===== src/rtl/m_mem_arbiter_pkg.sv =====
// Shared definitions for the instruction/data memory arbiter.
//   ADDR_W_DEF / DATA_W_DEF / STARVE_MAX_DEF : default geometry and starvation limit
//   owner_e : which port owns the read currently in flight to the memory
package m_mem_arbiter_pkg;

  localparam int unsigned ADDR_W_DEF     = 12;
  localparam int unsigned DATA_W_DEF     = 32;
  localparam int unsigned STARVE_MAX_DEF = 4;

  typedef enum logic [1:0] {
    OWN_NONE = 2'd0,
    OWN_I    = 2'd1,
    OWN_D    = 2'd2
  } owner_e;

endpackage


===== src/rtl/m_mem_arbiter_pick.sv =====
// Two-way priority pick: D wins over I unless I has been starved.
//   i_req, d_req : qualified requests (already gated by enable/reset)
//   starve       : I has waited the maximum number of D grants
//   i_gnt, d_gnt : one-hot-or-zero grant (combinational)
module m_arb_pick (
  input  logic i_req,
  input  logic d_req,
  input  logic starve,
  output logic i_gnt,
  output logic d_gnt
);

  always_comb begin
    d_gnt = d_req && !(i_req && starve);
    i_gnt = i_req && !d_gnt;
  end

endmodule


===== src/rtl/m_mem_arbiter.sv =====
// Arbitrates one single-port synchronous memory (1-cycle read latency) between the
// instruction-fetch port (I) and the load/store port (D).
//   w_clk, w_rst (sync, active-high), w_ce (clock enable, 0 = hold everything)
//   I port : w_i_req, w_i_addr -> w_i_gnt, w_i_rvalid, w_i_rdata
//   D port : w_d_req, w_d_we, w_d_addr, w_d_wdata -> w_d_gnt, w_d_rvalid, w_d_rdata
//   Memory : w_m_addr, w_m_we, w_m_din -> w_m_dout
module m_mem_arbiter
  import m_mem_arbiter_pkg::*;
#(
  parameter int unsigned ADDR_W     = ADDR_W_DEF,
  parameter int unsigned DATA_W     = DATA_W_DEF,
  parameter int unsigned STARVE_MAX = STARVE_MAX_DEF
) (
  input  logic              w_clk,
  input  logic              w_rst,
  input  logic              w_ce,
  input  logic              w_i_req,
  input  logic [ADDR_W-1:0] w_i_addr,
  output logic              w_i_gnt,
  output logic              w_i_rvalid,
  output logic [DATA_W-1:0] w_i_rdata,
  input  logic              w_d_req,
  input  logic              w_d_we,
  input  logic [ADDR_W-1:0] w_d_addr,
  input  logic [DATA_W-1:0] w_d_wdata,
  output logic              w_d_gnt,
  output logic              w_d_rvalid,
  output logic [DATA_W-1:0] w_d_rdata,
  output logic [ADDR_W-1:0] w_m_addr,
  output logic              w_m_we,
  output logic [DATA_W-1:0] w_m_din,
  input  logic [DATA_W-1:0] w_m_dout
);

  localparam int unsigned CNT_W = $clog2(STARVE_MAX + 1);

  logic              active;
  logic              starve;
  logic              i_pick;
  logic              d_pick;
  logic [DATA_W-1:0] resp_data;

  logic [CNT_W-1:0]  cnt_q, cnt_d;
  owner_e            owner_q, owner_d;
  logic              fresh_q, fresh_d;        // w_m_dout carries the read issued last cycle
  logic              held_q, held_d;          // hold_data_q has an undelivered response
  logic [DATA_W-1:0] hold_data_q, hold_data_d;
  logic [DATA_W-1:0] i_rdata_q, i_rdata_d;
  logic [DATA_W-1:0] d_rdata_q, d_rdata_d;

  assign active = w_ce && !w_rst;
  assign starve = (cnt_q == CNT_W'(STARVE_MAX));

  m_arb_pick u_pick (
    .i_req  (w_i_req && active),
    .d_req  (w_d_req && active),
    .starve (starve),
    .i_gnt  (i_pick),
    .d_gnt  (d_pick)
  );

  assign w_i_gnt = i_pick;
  assign w_d_gnt = d_pick;

  // Memory steering; with no grant the I address is presented.
  always_comb begin
    w_m_addr = d_pick ? w_d_addr : w_i_addr;
    w_m_we   = d_pick && w_d_we;
    w_m_din  = w_d_wdata;
  end

  // A response parked during a w_ce=0 stretch takes precedence over live memory data,
  // because the memory keeps reading whatever address is presented meanwhile.
  assign resp_data  = held_q ? hold_data_q : w_m_dout;
  assign w_i_rvalid = active && (owner_q == OWN_I);
  assign w_d_rvalid = active && (owner_q == OWN_D);
  assign w_i_rdata  = w_rst ? '0 : (w_i_rvalid ? resp_data : i_rdata_q);
  assign w_d_rdata  = w_rst ? '0 : (w_d_rvalid ? resp_data : d_rdata_q);

  // Next-state: starvation count, pending owner, response parking, held read data.
  always_comb begin
    cnt_d       = cnt_q;
    owner_d     = owner_q;
    fresh_d     = fresh_q;
    held_d      = held_q;
    hold_data_d = hold_data_q;
    i_rdata_d   = i_rdata_q;
    d_rdata_d   = d_rdata_q;

    if (active) begin
      if (i_pick || !w_i_req) begin
        cnt_d = '0;
      end else if (d_pick && !starve) begin
        cnt_d = cnt_q + CNT_W'(1);
      end

      if (i_pick) begin
        owner_d = OWN_I;
      end else if (d_pick && !w_d_we) begin
        owner_d = OWN_D;
      end else begin
        owner_d = OWN_NONE;
      end

      fresh_d = i_pick || (d_pick && !w_d_we);
      held_d  = 1'b0;
      if (w_i_rvalid) i_rdata_d = resp_data;
      if (w_d_rvalid) d_rdata_d = resp_data;
    end else begin
      fresh_d = 1'b0;
      if (fresh_q) begin
        held_d      = 1'b1;
        hold_data_d = w_m_dout;
      end
    end
  end

  // State registers.
  always_ff @(posedge w_clk) begin
    if (w_rst) begin
      cnt_q       <= '0;
      owner_q     <= OWN_NONE;
      fresh_q     <= 1'b0;
      held_q      <= 1'b0;
      hold_data_q <= '0;
      i_rdata_q   <= '0;
      d_rdata_q   <= '0;
    end else begin
      cnt_q       <= cnt_d;
      owner_q     <= owner_d;
      fresh_q     <= fresh_d;
      held_q      <= held_d;
      hold_data_q <= hold_data_d;
      i_rdata_q   <= i_rdata_d;
      d_rdata_q   <= d_rdata_d;
    end
  end

endmodule


===== config.mk =====
export PLATFORM = sky130hd
export DESIGN_NAME = m_mem_arbiter
export DESIGN_NICKNAME = d
export VERILOG_FILES = /design/src/rtl/m_mem_arbiter_pkg.sv /design/src/rtl/m_mem_arbiter_pick.sv /design/src/rtl/m_mem_arbiter.sv
export SDC_FILE = /design/constraint.sdc
export NUM_CORES = 1
export LEC_CHECK = 0
export CORE_ASPECT_RATIO = 0.9
export CORE_MARGIN = 2
export CORE_UTILIZATION = 40
export CTS_CLUSTER_DIAMETER = 200
export DETAILED_ROUTE_END_ITERATION = 10
export GPL_ROUTABILITY_DRIVEN = 0
export GPL_TIMING_DRIVEN = 0
export PLACE_DENSITY = 0.76
export SKIP_LAST_GASP = 1
export SYNTH_ARGS = -nofsm -noshare
export SYNTH_HDL_FRONTEND = slang
export SYNTH_SLANG_ARGS = --single-unit

===== constraint.sdc =====
create_clock -name w_clk -period 2.3 [get_ports w_clk]
set_input_delay 0.46 -clock w_clk [delete_from_list [all_inputs] [get_ports w_clk]]
set_output_delay 0.46 -clock w_clk [all_outputs]
set_load 0.02 [all_outputs]

# --- After elaboration in Yosys (flattened, before gate mapping) ---
# Index checks and enable logic that the tools add are counted.
classes:
  add_sub_neg: 1
  eq_ne: 3
  n_mux: 10
  bitwise: 1
  n_reduce_logical: 24
ops:
  columns: ["op", "count"]
  rows:
  - ["two-way mux 32 bit", 5]
  - ["two-way mux 12 bit", 1]
  - ["logical AND 1 bit", 11]
  - ["logical NOT 1 bit", 6]
  - ["two-way mux 3 bit", 2]
  - ["two-way mux 2 bit", 2]
  - ["AND reduction 2 bit", 2]
  - ["OR reduction 2 bit", 2]
  - ["adder 3 x 1 -> 3 bit, second input constant", 1]
  - ["equality test 3 bit, second input constant", 1]
  - ["equality test 2 x 1 -> 1 bit, second input constant", 1]
  - ["equality test 2 bit, second input constant", 1]
  - ["logical OR 1 bit", 2]
  - ["nonzero test 2 bit", 1]
  - ["inverter 1 bit", 1]
word_totals:
  regBits: 103
  inputBits: 94
  output_inout_bits: 113
  word_cells: 46

# --- Logic depth before layout (Yosys ltp) ---
# Gate-level depths: netlist (run 1).
depth:
  ltp_word: 11
  ltp_mapped: 6
  mapped_depth_nobuf: 6

# --- Hierarchy ---
# Synthesis (run 1) repeated with hierarchy kept, for this count alone.
unflattened:
  cells_unflattened: 570
  hier_area_um2: 5079.9
by_module_without_submodules:
  columns: ["mod", "n_inst", "cells_per_inst", "area_per_inst_um2", "seq_area_each_um2"]
  rows:
  - ["m_mem_arbiter", 1, 567, 5061.1, 2062.0]
  - ["m_arb_pick", 1, 3, 18.8, 0.0]

# --- Least setup slack after synthesis (run 1) ---
# OpenSTA, ideal clock, no wires.
synth_path:
  kind: "input port to output port"
  start: "input port w_rst"
  end: "output port w_d_rdata[0]"
  arrival_time_ns: 1.659
  t_required_ns: 1.840
  path_slack_ns: 0.181
  path_stages: 5
  n_path_buf: 3
  cell_sequence: "and4bb_1 > buf_2 > buf_2 > buf_2 > a211oi_1"
synth_via:
  elab_chain_cells: 5
synth_lines:
  columns: ["element", "line_no", "source"]
  rows:
  - ["start: declaration", "m_mem_arbiter.sv:15", "input logic w_rst,"]
  - ["logical NOT 1 bit", "m_mem_arbiter.sv:51", "assign active = w_ce && !w_rst;"]
  - ["logical AND 1 bit", "m_mem_arbiter.sv:51", null]
  - ["logical AND 1 bit", "m_mem_arbiter.sv:76", "assign w_d_rvalid = active && (owner_q == OWN_D);"]
  - ["two-way mux 32 bit", null, null]
  - ["two-way mux 32 bit *", "m_mem_arbiter.sv:78", "assign w_d_rdata = w_rst ? '0 : (w_d_rvalid ? resp_data : d_rdata_q);"]
  - ["end: declaration", "m_mem_arbiter.sv:28", "output logic [DATA_W-1:0] w_d_rdata,"]
# Mark *: on every way between the ends. The rest lies on a longest branch, timed or not.

# --- Worst setup path after layout (run 1) ---
layout_path:
  start: "register owner_q[0]"
  end: "output port w_d_rdata[25]"
layout_via:
  elab_chain_cells: 4
layout_lines:
  columns: ["element", "line_no", "source"]
  rows:
  - ["start: declaration", "m_mem_arbiter.sv:44", "owner_e owner_q, owner_d;"]
  - ["start signal: assignment", "m_mem_arbiter.sv:130", "owner_q <= owner_d;"]
  - ["equality test 2 bit", "m_mem_arbiter.sv:76", null]
  - ["logical AND 1 bit", "m_mem_arbiter.sv:76", null]
  - ["two-way mux 32 bit", null, null]
  - ["two-way mux 32 bit", "m_mem_arbiter.sv:78", null]
# No other way between the ends.

==> flow_summary_export.csv, run 1 <==
group,metric,value,unit
power,pwr-share-clk,34.0,%
setup_path,reg2reg_from,"held_q",
setup_path,path_cells,"and4bb_1 > buf_4 > buf_4 > nor2_1 > a211oi_2 > buf_2",
floorplanning,dieArea,0.0133,mm²
floorplanning,die_h,110,µm
setup_path,r2r_setup_slack,0.74,ns
synthesis,synth_top_area_share,41.5,%
min_path,min_to,"hold_data_q[0]",
outcome,status,"finished, violations left",
clock_network,clock_sinks,103,
global_route,grt_remaining_overflow,0,
finish,regArea,0.00207,mm²
clock_network,clk_latency,0.35,ns
setup_path,required,1.84,ns
clock_network,cts_root_buffer,"clkbuf_16",
floorplanning,num_rows,38,
synthesis,syn_area,0.00496,mm²
place,io_buffers,174,
clock_network,cts_inserted_buffers,9,
route,wl,17.0,mm
clock_network,path_clk_slew,0.07,ns
setup_path,cp_common_cell,"buf_4",
finish,drive_gt1_share,35.2,%
synthesis,yosys.area.top_type,"dfxtp_1",
clock_network,cts_buffer_depth,2,
finish,antenna_cells,0,
setup_path,cp-start-kind,"register",
setup_path,path_max_fanout,10,
synthesis,synth_edf_count,0,
clock_network,htreeDepth,3,
setup_path,cpPeakStageDelay,0.32,ns
setup_path,cp.arrival,1.87,ns
synthesis,yosysSeqAreaShare,41.5,%
power,vdd_ir_drop_max,0.319,mV
power,p_per_area,526,mW/mm²
finish,layout.nets,851,
synthesis,synth_warnings,0,
sta,hold_viol,0,
power,comb_power_share,20.8,%
finish,fill_cells,970,
power,power_frac_seq,45.2,%
outcome,violations,"setup timing",
global_route,grt_pass1_vias,4969,
power,p_total,4120,µW
sta,tightest_slew,0.655,ns
synthesis,postSynthAreaPerCell,8.86,µm²
route,drc,0,
route,ant_nets,0,
finish,syn2layout_area_growth,57.9,%
route,drtPass1Iterations,5,
power,switching_share,27.7,%
sta,max_freq,429,MHz
route,vias_per_cell,5.64,
sta,setup_ws,-0.0310,ns
setup_path,reg2reg_to,"i_rdata_q[28]",
global_route,grt_start_max_net_pins,16,
route,wl_per_cell,18.5,µm
synthesis,synth.distinct_cells,31,
power,p_leak,0.00277,µW
min_path,hold_depth,2,
synthesis,synth_nets,656,
synthesis,synthFlopType,"dfxtp_1",
sta,slew-limit-headroom,56.3,%
global_route,antenna_found_initial,0,
clock_network,cts_hold_buf,0,
setup_path,crit_family,"buffers and inverters",
setup_path,reg2regPathDepth,5,
clock_network,tritoncts,"built",
setup_path,critPathSlowestCell,"dfxtp_2",
sta,finalCritPeriodShare,101,%
route,vias,5180,
power,p_int,2980,µW
floorplanning,pin_count,207,
finish,multi_input_area,0.00306,mm²
sta,setup_viol,1,
sta,fin_setup_tns,-0.0310,ns
global_route,track_usage,24.4,%
setup_path,path_buf_inv,3,
route,drt_iter0_markers,394,
sta,fin_crit,2.33,ns
synthesis,ys_ff_latch,103,
global_route,grt_first_pass_wirelength,25.5,mm
synthesis,ys_async_sr_fraction,0,%
setup_path,cp-end-kind,"output pin",
min_path,min_from,"hold_data_q[0]",
sta,slew_viol_final,0,
min_path,min_path_type,"reg -> reg",
run,maxCapViolCount,0,
power,power.switching,1140,µW
floorplanning,start_util,41.1,%
setup_path,critPathKind,"reg -> out",
synthesis,synth_cells,560,
floorplanning,die_w,121,µm
floorplanning,core-area,0.0121,mm²
place,dp_hpwl,12.0,mm
synthesis,yosys-top-cells-area,"dfxtp_1 (42%), a211oi_1 (19%), mux2i_1 (6.7%)",
sta,rsz0062_at_grt,"true",
sta,fin_skew,0.00621,ns
metal layers:
metal	global-route usage, %	vias to the layer above	routed length [µm]
met2	41.8	234	8470
met5	0	-	0
li1	-	2422	-
met3	6.28	20	1390
met1	30.8	2504	6950
met4	6.32	0	228
per-stage QoR:
stage / hold slack (ns) / instance area, µm² / setup WS, ns / std cells / util (%)
6_report: 0.484 / 7840 / -0.0310 / 919 / 64.9
5_1_grt: 0.498 / 7840 / -0.0812 / 919 / 64.9
4_1_cts: 0.482 / 7510 / -0.0326 / 915 / 62.2
3_5_place_dp: 0.468 / 6910 / -1.04 / 894 / 57.2
3_3_place_gp: 0.460 / 6910 / -1.01 / 894 / 57.2
2_1_floorplan: 0.432 / 4960 / 0.181 / 560 / -
sequential cells by signal (all words and copies together) (netlist names):
signal       flops
cnt_q            3
fresh_q          1
hold_data_q     32
d_rdata_q       32
owner_q          2
held_q           1
i_rdata_q       32
layout by cell type, fill, tap and decap left out, drive strengths merged:
cell           instances
and2                   1
nand2b                 3
clkinvlp               1
dlygate4sd2            7
inv                    4
nand3b                 1
nand3                 34
buf                  147
a21oi                 33
nor2                  66
clkbuf                43
and3b                  1
a32o                   1
a31o                   1
ha                     2
dfxtp                103
clkdlybuf4s50         89
a31oi                  1
o21ai                 34
nand2                  4
mux2                  12
clkinv                 3
or3                    1
and4bb                 2
mux2i                 33
nor2b                  1
a211oi               128
o21a                   1
nand4                  2
worst max path at each step:
stage / startpoint / to / slack [ns] / depth (start not counted)
floorplan: w_rst / w_d_rdata[0] / 0.18 / 5
global placement: w_rst / w_d_rdata[21] / -1.01 / 6
detailed placement: w_rst / w_d_rdata[28] / -1.04 / 6
CTS: cnt_q[1] / w_m_addr[5] / -0.03 / 8
global route: owner_q[0] / w_d_rdata[25] / -0.08 / 6
finish: owner_q[0] / w_d_rdata[25] / -0.03 / 6
what timing repair did:
item                       4_1_cts  5_1_grt
cloned                           1        0
setup endpoints to repair       81       77
buffers inserted                 5        4
gates resized for setup        528       87
pin swaps                        5        7
cell usage after synthesis, types with 2 or more instances:
library cell  instances
a211oi_1            128
dfxtp_1             103
nor2_1               66
o21ai_0              34
a21oi_1              33
buf_4                33
clkbuf_1             33
mux2i_1              33
nand3_1              33
buf_2                21
mux2_4                8
inv_1                 4
mux2_2                4
nand2_1               4
nand2b_1              3
and4bb_1              2
buf_1                 2
ha_1                  2
nand4_1               2
cell families (layout without fill, tap and decap cells):
kind of cell             after synthesis  in the layout  share of synthesized area [%]
AO/OA/AOI/OAI                        199            199                           26.8
adder cells (fa/ha/maj)                2              2                          0.504
buffers and inverters                 95            294                           10.4
flip-flops                           103            103                           41.5
multiplexers                          45             45                           9.98
AND/OR/NAND/NOR                      116            116                           10.8
power groups by stage:
| stage | logic, µW | registers, µW | clock network (µW) |
|---|---|---|---|
| 6_report | 858 | 1860 | 1400 |
| 5_1_grt | 904 | 1860 | 1500 |
| 4_1_cts | 801 | 1860 | 1420 |
| 3_5_place_dp | 733 | 1890 | 0 |
| 3_3_place_gp | 716 | 1890 | 0 |
| 2_1_floorplan | 395 | 1890 | 0 |
worst min-delay path: cells and delay by family (launching register included):
family             cells  cell delay (ns)
AOI/OAI and AO/OA      2             0.13
DFF                    1             0.31
layout make-up:
class,instances,share of cell area (%)
Clock inverter,4,0.287
Buffer,91,8.40
Inverter,4,0.192
Timing Repair Buffer,184,20.1
Multi-Input combinational cell,362,39.0
Sequential cell,103,26.4
Tap cell,160,2.56
Clock buffer,11,3.10
Note: power is estimated with default switching activity, not from simulation.
==> run 2: changes to the inputs <==
Settings changed: SKIP_CTS_REPAIR_TIMING from default to 1.
==> run 2 against run 1 <==
Effect of this change:
- global-route usage shrank 1.4 points
- wire length down 0.72%
- hold slack got worse by 0.0019 ns
- core utilization is 0.13 points higher
- critical path type unchanged
- sequential share of layout area decreased by 0.055 points
- the run still ends with setup timing left
- critical path depth grew 2
- sequential power about the same
- power rose by 0.30%
==> flow_summary_export.csv, run 2 (synthesis gave the netlist of run 1 again) <==
group,metric,value,unit
clock_network,path_clk_slew,0.07,ns
global_route,grt_pass1_vias,4718,
place,dpl_cell_area,0.00691,mm²
sta,whs,0.483,ns
route,drc,0,
setup_path,crit_path_start,"cnt_q[0]",
sta,setup_ws,-0.0116,ns
setup_path,r2r_setup_slack,0.74,ns
clock_network,cts_buffer_depth,2,
floorplanning,pin_count,207,
sta,setup_viol,7,
clock_network,htreeDepth,3,
setup_path,path_max_fanout,10,
floorplanning,die_h,110,µm
finish,fill_cells,968,
sta,rsz0062_at_grt,"true",
sta,finalCritPeriodShare,101,%
setup_path,path_cells,"inv_2 > ha_4 > nand3_4 > nand3_4 > buf_6 > buf_12 > mux2_4 > buf_6",
power,p_int,2980,µW
power,comb_power_share,20.8,%
finish,antenna_cells,0,
run,maxCapViolCount,0,
clock_network,clock_sinks,103,
outcome,violations,"setup timing",
route,drt_iter0_markers,360,
floorplanning,dieArea,0.0133,mm²
clock_network,cts_root_buffer,"clkbuf_16",
min_path,min_path_type,"reg -> reg",
finish,final_common_cell,"dfxtp_1",
clock_network,tritoncts,"built",
power,p_total,4140,µW
global_route,grt_remaining_overflow,0,
sta,fin_skew,0.00678,ns
finish,drive_gt1_share,34.4,%
floorplanning,die_w,121,µm
clock_network,clk_latency,0.35,ns
power,p_per_area,527,mW/mm²
floorplanning,start_util,41.1,%
route,ant_nets,0,
setup_path,cp.arrival,1.85,ns
power,p_leak,0.00285,µW
setup_path,reg2reg_to,"hold_data_q[20]",
sta,tightest_slew,0.611,ns
route,wl_per_cell,18.5,µm
setup_path,critPathKind,"reg -> out",
place,dp_hpwl,12.0,mm
setup_path,critPathSlowestCell,"dfxtp_2",
route,drtPass1Iterations,5,
finish,layout.nets,846,
sta,slew-limit-headroom,59.3,%
sta,fin_crit,2.31,ns
global_route,track_usage,23.0,%
power,vdd_ir_drop_max,0.305,mV
setup_path,crit_path_end,"w_m_addr[5]",
global_route,antenna_found_initial,0,
setup_path,reg2reg_from,"fresh_q",
setup_path,cp-start-kind,"register",
route,vias_per_cell,5.67,
power,pwr-share-clk,34.2,%
floorplanning,num_rows,38,
place,pre_cts_slack,-1.04,ns
sta,slew_viol_final,0,
setup_path,cp-end-kind,"output pin",
floorplanning,core-area,0.0121,mm²
finish,mostFrequentLayoutCells,"dfxtp_1 (99), clkdlybuf4s50_1 (89), a211oi_1 (77)",
finish,finish.instance_area,0.00785,mm²
route,vias,5179,
clock_network,cts_inserted_buffers,9,
route,wl,16.9,mm
sta,hold_viol,0,
finish,top_regs,"d_rdata_q x32, hold_data_q x32, i_rdata_q x32",
global_route,grt_start_max_net_pins,16,
power,power.switching,1150,µW
power,power_frac_seq,45.0,%
place,io_buffers,174,
outcome,status,"finished, violations left",
setup_path,cpPeakStageDelay,0.36,ns
finish,syn2layout_area_growth,58.2,%
setup_path,reg2regPathDepth,5,
global_route,grt_first_pass_wirelength,24.0,mm
power,switching_share,27.8,%
sta,max_freq,433,MHz
setup_path,required,1.84,ns
-- run 2: changes by cell type in the layout (fill, tap and decap cells not counted), sizes merged --
cell,previous run,this run
buf,147,116
dlymetal6s2s,0,11
clkbuf,43,65
dlygate4sd2,7,0
-- run 2: metrics by stage --
step,util (%),setup TNS (ns),std cells
floorplan,-,0,560
global placement,57.2,-71.43,894
detailed placement,57.2,-74.00,894
CTS,59.4,-73.18,909
global route,65.0,-0.971,914
finish,65.0,-0.0469,914
-- run 2: layer usage --
| layer | vias to the layer above | part of all wire, % | GRT usage [%] | routed length, µm |
|---|---|---|---|---|
| li1 | 2416 | - | - | - |
| met1 | 2492 | 41 | 29.8 | 6920 |
| met2 | 251 | 49 | 38.1 | 8360 |
| met3 | 20 | 8.2 | 5.71 | 1390 |
| met4 | 0 | 1.5 | 6.81 | 251 |
| met5 | - | 0 | 0 | 0 |
-- run 2: cell type report --
class / instances / area (µm²) / area share [%]
plain buffers: 91 / 656 / 8.35
clock buffers: 11 / 243 / 3.09
clock inverters: 4 / 22.5 / 0.287
inverters: 4 / 15.0 / 0.191
multi-input cells: 362 / 3060 / 39.0
flip-flops and latches: 103 / 2070 / 26.3
well taps: 160 / 200 / 2.55
repair buffers: 179 / 1590 / 20.2
-- run 2: worst min path at each step --
stage                                from         endpoint  depth (start not counted)
final                      hold_data_q[0]   hold_data_q[0]                          2
after global routing      hold_data_q[31]  hold_data_q[31]                          2
after CTS                  hold_data_q[9]   hold_data_q[9]                          2
after detailed placement   hold_data_q[9]   hold_data_q[9]                          2
after global placement    hold_data_q[13]  hold_data_q[13]                          2
after floorplan                owner_q[1]       owner_q[1]                          2
-- run 2: power groups by stage --
stage               Sequential (µW)  Combinational [µW]  Clock [µW]
floorplan                      1890                 395           0
global placement               1890                 716           0
detailed placement             1890                 733           0
CTS                            1850                 736        1420
global route                   1860                 907        1500
finish                         1860                 860        1410
-- run 2: worst max-delay path: cells and delay by family (launching register included) --
kind                     cells  cell delay (ns)
buffers and inverters        4             0.47
flip-flops                   1             0.36
multiplexers                 1             0.30
AND/OR/NAND/NOR              2             0.20
adder cells (fa/ha/maj)      1             0.15
